`config.mk`:
```
export PLATFORM = sky130hd
export DESIGN_NAME = seg7_scan_ctrl
export DESIGN_NICKNAME = d
export VERILOG_FILES = /design/src/rtl/seg7_scan_ctrl.sv
export SDC_FILE = /design/constraint.sdc
export NUM_CORES = 1
export LEC_CHECK = 0
export BUFFER_PORTS_ARGS = -buffer_cell sky130_fd_sc_hd__clkbuf_2
export CORE_ASPECT_RATIO = 0.75
export CORE_MARGIN = 3
export CORE_UTILIZATION = 59
export DETAILED_ROUTE_END_ITERATION = 16
export GPL_ROUTABILITY_DRIVEN = 1
export PLACE_DENSITY = 0.79
export SYNTH_ARGS = -nofsm -noshare
export SYNTH_HDL_FRONTEND = slang
export SYNTH_SLANG_ARGS = --single-unit
```
`constraint.sdc`:
```
create_clock -name clk -period 2.94 [get_ports clk]
set_clock_uncertainty 0.15 [all_clocks]
set_input_delay 0.441 -clock clk [delete_from_list [all_inputs] [get_ports clk]]
set_output_delay 0.441 -clock clk [all_outputs]
set_load 0.03 [all_outputs]
```
`src/rtl/seg7_scan_ctrl.sv`:
```
// Eight-digit multiplexed 7-segment display controller with a small CPU-writable
// register window (data, digit-enable and decimal-point masks).
module seg7_scan_ctrl #(
  parameter int unsigned SCAN_DIV = 100000
) (
  input  logic        clk,
  input  logic        rst,
  input  logic        seg_cs,
  input  logic        io_write,
  input  logic [2:0]  addr,
  input  logic [15:0] wdata,
  output logic [7:0]  DIG,
  output logic [7:0]  Y
);

  localparam int unsigned DIV_W = (SCAN_DIV > 2) ? $clog2(SCAN_DIV) : 1;
  localparam logic [DIV_W-1:0] DIV_LAST = DIV_W'(SCAN_DIV - 1);

  logic [15:0]      data_lo_q, data_lo_d;
  logic [15:0]      data_hi_q, data_hi_d;
  logic [7:0]       en_mask_q, en_mask_d;
  logic [7:0]       dp_mask_q, dp_mask_d;
  logic [DIV_W-1:0] div_q, div_d;
  logic [2:0]       idx_q, idx_d;
  logic [7:0]       dig_q, dig_d;
  logic [7:0]       y_q, y_d;

  logic        wr_en;
  logic        tc;
  logic [31:0] disp_data;
  logic [3:0]  nibble;
  logic [6:0]  seg_code;

  always_comb begin
    unique case (nibble)
      4'h0: seg_code = 7'h40;
      4'h1: seg_code = 7'h79;
      4'h2: seg_code = 7'h24;
      4'h3: seg_code = 7'h30;
      4'h4: seg_code = 7'h19;
      4'h5: seg_code = 7'h12;
      4'h6: seg_code = 7'h02;
      4'h7: seg_code = 7'h78;
      4'h8: seg_code = 7'h00;
      4'h9: seg_code = 7'h10;
      4'hA: seg_code = 7'h08;
      4'hB: seg_code = 7'h03;
      4'hC: seg_code = 7'h46;
      4'hD: seg_code = 7'h21;
      4'hE: seg_code = 7'h06;
      default: seg_code = 7'h0E;
    endcase
  end

  always_comb begin
    data_lo_d = data_lo_q;
    data_hi_d = data_hi_q;
    en_mask_d = en_mask_q;
    dp_mask_d = dp_mask_q;
    wr_en     = seg_cs & io_write;
    if (wr_en) begin
      case (addr)
        3'd0: data_lo_d = wdata;
        3'd2: data_hi_d = wdata;
        3'd4: begin
          en_mask_d = wdata[7:0];
          dp_mask_d = wdata[15:8];
        end
        default: ;
      endcase
    end

    // Scan timing is independent of register writes.
    tc    = (div_q == DIV_LAST);
    div_d = tc ? '0 : div_q + DIV_W'(1);
    idx_d = tc ? idx_q + 3'd1 : idx_q;

    // Outputs are built from the current slot and register contents, giving one
    // cycle of latency from any write or slot change to the pins.
    disp_data = {data_hi_q, data_lo_q};
    nibble    = disp_data[{idx_q, 2'b00} +: 4];
    dig_d     = 8'hFF;
    y_d       = 8'hFF;
    if (en_mask_q[idx_q]) begin
      dig_d = ~(8'd1 << idx_q);
      y_d   = {~dp_mask_q[idx_q], seg_code};
    end
  end

  always_ff @(posedge clk or negedge rst) begin
    if (!rst) begin
      data_lo_q <= '0;
      data_hi_q <= '0;
      en_mask_q <= 8'hFF;
      dp_mask_q <= 8'h00;
      div_q     <= '0;
      idx_q     <= '0;
      dig_q     <= 8'hFF;
      y_q       <= 8'hFF;
    end else begin
      data_lo_q <= data_lo_d;
      data_hi_q <= data_hi_d;
      en_mask_q <= en_mask_d;
      dp_mask_q <= dp_mask_d;
      div_q     <= div_d;
      idx_q     <= idx_d;
      dig_q     <= dig_d;
      y_q       <= y_d;
    end
  end

  assign DIG = dig_q;
  assign Y   = y_q;

endmodule

```
# Word-level counts from Yosys, hierarchy flattened

Memory sizes are Yosys's and may differ from the RTL's.
Index checks and enable logic that the tools add are counted.

Bits in registers: 84
Memories kept: 1
Word-level logic and storage cells: 31
Memory bits (read-only): 112
Output and inout bits: 16

Memory list:

| memory           | words | bits a word | rd ports | clocked after memory_dff | write ports | RTL line | RTL |
|---|---|---|---|---|---|---|---|
| (name not given) | 16    | 7           | 1        | 0                        | 0           | 35       | `unique case (nibble)` |

Reductions and logical operators: 4
Muxes and demuxes: 7
Shift operators: 2
Equality and inequality tests: 3
Bitwise logic cells: 3
Magnitude comparators: 1
Add/subtract/negate cells: 2

Operators by type and width:

| kind                    | number |
|---|---|
| $shiftx A32 B6 Y4       | 1 |
| $add A17 B1 Y17 const B | 1 |
| $eq A17 B17 Y1 const B  | 1 |
| $mux W17                | 1 |
| $mux W8                 | 2 |
| $not A8 Y8              | 1 |
| $shl A1 B3 Y8 const A   | 1 |
| $bmux W1 S3             | 2 |
| $reduce_and A2 Y1       | 3 |
| $lt A3 B4 Y1 const B    | 1 |
| $add A3 B1 Y3 const B   | 1 |
| $eq A3 B2 Y1 const B    | 1 |
| $eq A3 B3 Y1 const B    | 1 |
| $logic_not A3 Y1        | 1 |
| $mux W1                 | 2 |
| $and A1 B1 Y1           | 1 |
| $not A1 Y1              | 1 |

# Depth between registers and ports, before layout

Depth in word-level cells: 4
Depth in mapped cells: 10
Mapped depth without buffers: 8

# Worst setup path after synthesis

Ideal clock, no wire load.

Path type: flip-flop to flip-flop
Start: reg idx_q[0]
End: reg y_q[4] (netlist: Y[4])
Buffers on the path: 2
Setup slack: 0.390 ns
Period minus slack after synthesis: 2.550 ns
Required time: 2.689 ns
Stages on the path, launching flop included: 11
Arrival time: 2.299 ns
Cell sequence: dfrtp_1 buf_6 buf_12 mux4_1 mux2i_1 inv_1 ha_1 inv_1 nor2_1 o21ai_0 o311ai_0

Longest elaborated chain between the ends: 3

Ends and longest elaborated chain:

| what                                             | RTL line | RTL |
|---|---|---|
| from (decl)                                      | 24       | `logic [2:0] idx_q, idx_d;` |
| from (signal assigned)                           | 106      | `idx_q <= idx_d;` |
| $shiftx A32 B6 Y4 or $bmux W1 S3 (tied branches) | 81, 84   |  |
| $mem_v2 Z16 W7 or $mux W1 (tied branches)        | --       |  |
| $mux W8 *                                        | 84       | `if (en_mask_q[idx_q]) begin` |
| named net y_d[4]                                 | 26       | `logic [7:0] y_q, y_d;` |
| to (signal assigned)                             | 108      | `y_q <= y_d;` |
| to (decl)                                        | 26       |  |

The timed path passes the listed nets; every way through them passes the cells marked *. The select of a mux whose other input is x is not followed.
A chain may end at the register's enable or synchronous reset.

# Final worst setup path

Start: reg idx_q[0]
End: reg y_q[0] (netlist: Y[0])

Same word-level chain as after synthesis.

==> reports/metrics.cfg <==
[floorplanning]
die_area_um2 = 7759
die_h_um = 77.04
initial_core_util_pct = 61.91
num_io_pins = 39
die_x_um = 100.7
rows = 25
core_um2 = 6412

[clocking]
ctsResizeCount = 0
clock_latency_ns = 0.35
cts-root-buf = clkbuf_8
htreeDepth = 3
cts_buffers = 9
cts_num_sinks = 84
clkTransAtPathRegs_ns = 0.08
post_cts_buffers = 0
cts_buffer_depth = 2
cts_tree = done
ctsHoldBuffers = 0

[placed_design]
io_buffers = 38
gp_congestion = 0.8766
place_inst = 417
dp_hpwl_mm = 5.580

[timing]
rsz0062_at_grt = false
whs_ns = 0.1181
drv_slew = 0
final-setup-viol-count = 0
hold_violations = 0
relSlewSlack_pct = 32.37
period_needed_ns = 2.524
max_freq_ghz = 0.3962
timing.final.crit_share_pct = 85.85
tightest_slew_ns = 1.014
timing.setup.tns_ns = 0

[worst_setup_path]
max_stage_delay_ns = 0.60
critPathSlowestCell = mux4_2
crit_path_max_fanout = 15
crit_path_cell_trace = buf_4, mux2_2, mux4_2, and2_1, a32oi_1, o311a_1
worstReg2RegStart = idx_q[0]
cp_data_arrival_time_ns = 2.66
endpoint_kind = flop
worstSetupPathType = flop to flop
cp.required_ns = 3.08
startpoint_type = flop
cp-startpoint = idx_q[0]

[pwr]
p_leak_uw = 0.001998
p_total_uw = 2984
peakVddDrop_mv = 0.3588
power.density_nw_per_um2 = 669.4

[layout]
drive_gt1_share_pct = 41.48
nets = 383
areaGrowthSynthToFinish_pct = 12.29
diodes = 0
instances_no_fill = 433

[logic_synthesis]
yosys.area_share.adder_pct = 4.097
synth-seq-area-share_pct = 53.70
synthCells = 304
synth_area_leader_cell = dfrtp_1
synth_edf_count = 0
yosys_warnings = 0
synth_nets = 340
synthTopCellsByArea = dfrtp_1 (38%), dfstp_2 (16%), mux2_2 (16%)
ys_async_sr_fraction_pct = 100.0
ys.flop_type = dfrtp_1
syn_avg_cell_area_um2 = 13.06
synthMuxAreaShare_pct = 23.42
yosys.area_share.simple_pct = 9.833
synth_area_um2 = 3970
synth-seq-cells = 84
synth_compound_area_share_pct = 2.710
yosysMostFrequentCell = dfrtp_1
ys_top_cells_by_count = dfrtp_1 (60), mux2_2 (55), nand2_1 (26)
synth_xor_area_share_pct = 3.530
ys_types = 44
synth_top_area_share_pct = 37.82
synth_top_family_by_area = multiplexers

[detailed_routing]
drc = 0
via_per_inst = 5.693
wl_mm = 7.838
via_count = 2465
dr.first_iter.drc_count = 115
final_antenna_net_count = 0
wire_per_inst_um = 18.10
firstDrtPassIters = 4

[grt]
grt_usage_pct = 22.28
grt_overflow = 0
grt_max_degree = 85
antenna_found_initial = 0
grt_pass1_wl_mm = 13.25
grt_pass1_vias = 2642

[min_path]
hold_class = primary input to asynchronous set/reset pin

[flow_run]
cap_violations = 0

[run_status]
outcome = complete, no violations

[cells in the final DEF, fill, tap and decap left out, drive strengths merged, types with 2 or more instances in the layout]
master,instances
nor3,7
xor2,6
mux4,9
inv,9
a21oi,3
dfstp,24
nand3,11
o311ai,2
o211ai,2
mux2i,7
clkbuf,49
o21ai,2
mux2,56
nor2,24
nand2,26
clkinv,2
dfrtp,60
and3,3
buf,6
and2,2
xnor2,10
nor2b,2
bufinv,2
ha,13
[flip-flops by register name, indices dropped and copies added (netlist names)]
register,cells
div_q,17
data_hi_q,16
data_lo_q,16
DIG,8
Y,8
dp_mask_q,8
en_mask_q,8
idx_q,3
[critical path, delay by kind of cell (launching register included)]
kind / cells / cell delay (ns)
DFF: 1 / 0.45
buffers and inverters: 1 / 0.30
and+or+nand+nor: 1 / 0.21
AOI/OAI and AO/OA: 2 / 0.39
muxes: 2 / 0.98
[cells by family after synthesis]
group / count (synthesis)
multiplexers: 72
AO/OA/AOI/OAI: 15
adder cells (fa/ha/maj): 13
flip-flops: 84
AND/OR/NAND/NOR: 84
XOR/XNOR: 16
buffers and inverters: 20
[final timing paths]
check	to	slack [ns]	cells after the start
max in group asynchronous	div_q[4]	1.88	1
min in group clk	dp_mask_q[5]	0.20	2
worst max register to register	Y[0]	0.42	6
worst min-delay path	data_lo_q[15]	0.12	1
worst min register to register	div_q[8]	0.34	1
worst max-delay path	Y[0]	0.42	6
[power by group]
part	total (uW)	switching [uW]	internal [uW]
clock network	893	391	503
registers	1490	104	1390
logic	597	317	280
total	2980	811	2170
[routing by layer]
metal | routed length, um | track usage, % | up-vias
met2 | 3742 | 34.36 | 54
met4 | 76 | 5.114 | 0
met3 | 301 | 6.364 | 7
met1 | 3717 | 31.51 | 1244
met5 | 0 | 0 | -
li1 | - | - | 1160
[final cells by class]
type	instances	area (um2)
Fill cell	438	1954
Clock buffer	12	145.1
Sequential cell	84	2132
Tap cell	81	101.3
Multi-Input combinational cell	200	1742
Inverter	9	33.78
Clock inverter	4	73.82
Timing Repair Buffer	43	230.2
[stage by stage]
step	instance area (um2)	setup WS [ns]	util, %
CTS	4458	0.4131	69.52
detailed placement	4239	0.4564	66.11
global route	4458	0.2264	69.52
floorplan	3970	0.3904	-
finish	4458	0.4161	69.52
global placement	4239	0.5106	66.11
No activity file was read; power rests on OpenSTA's default activity.
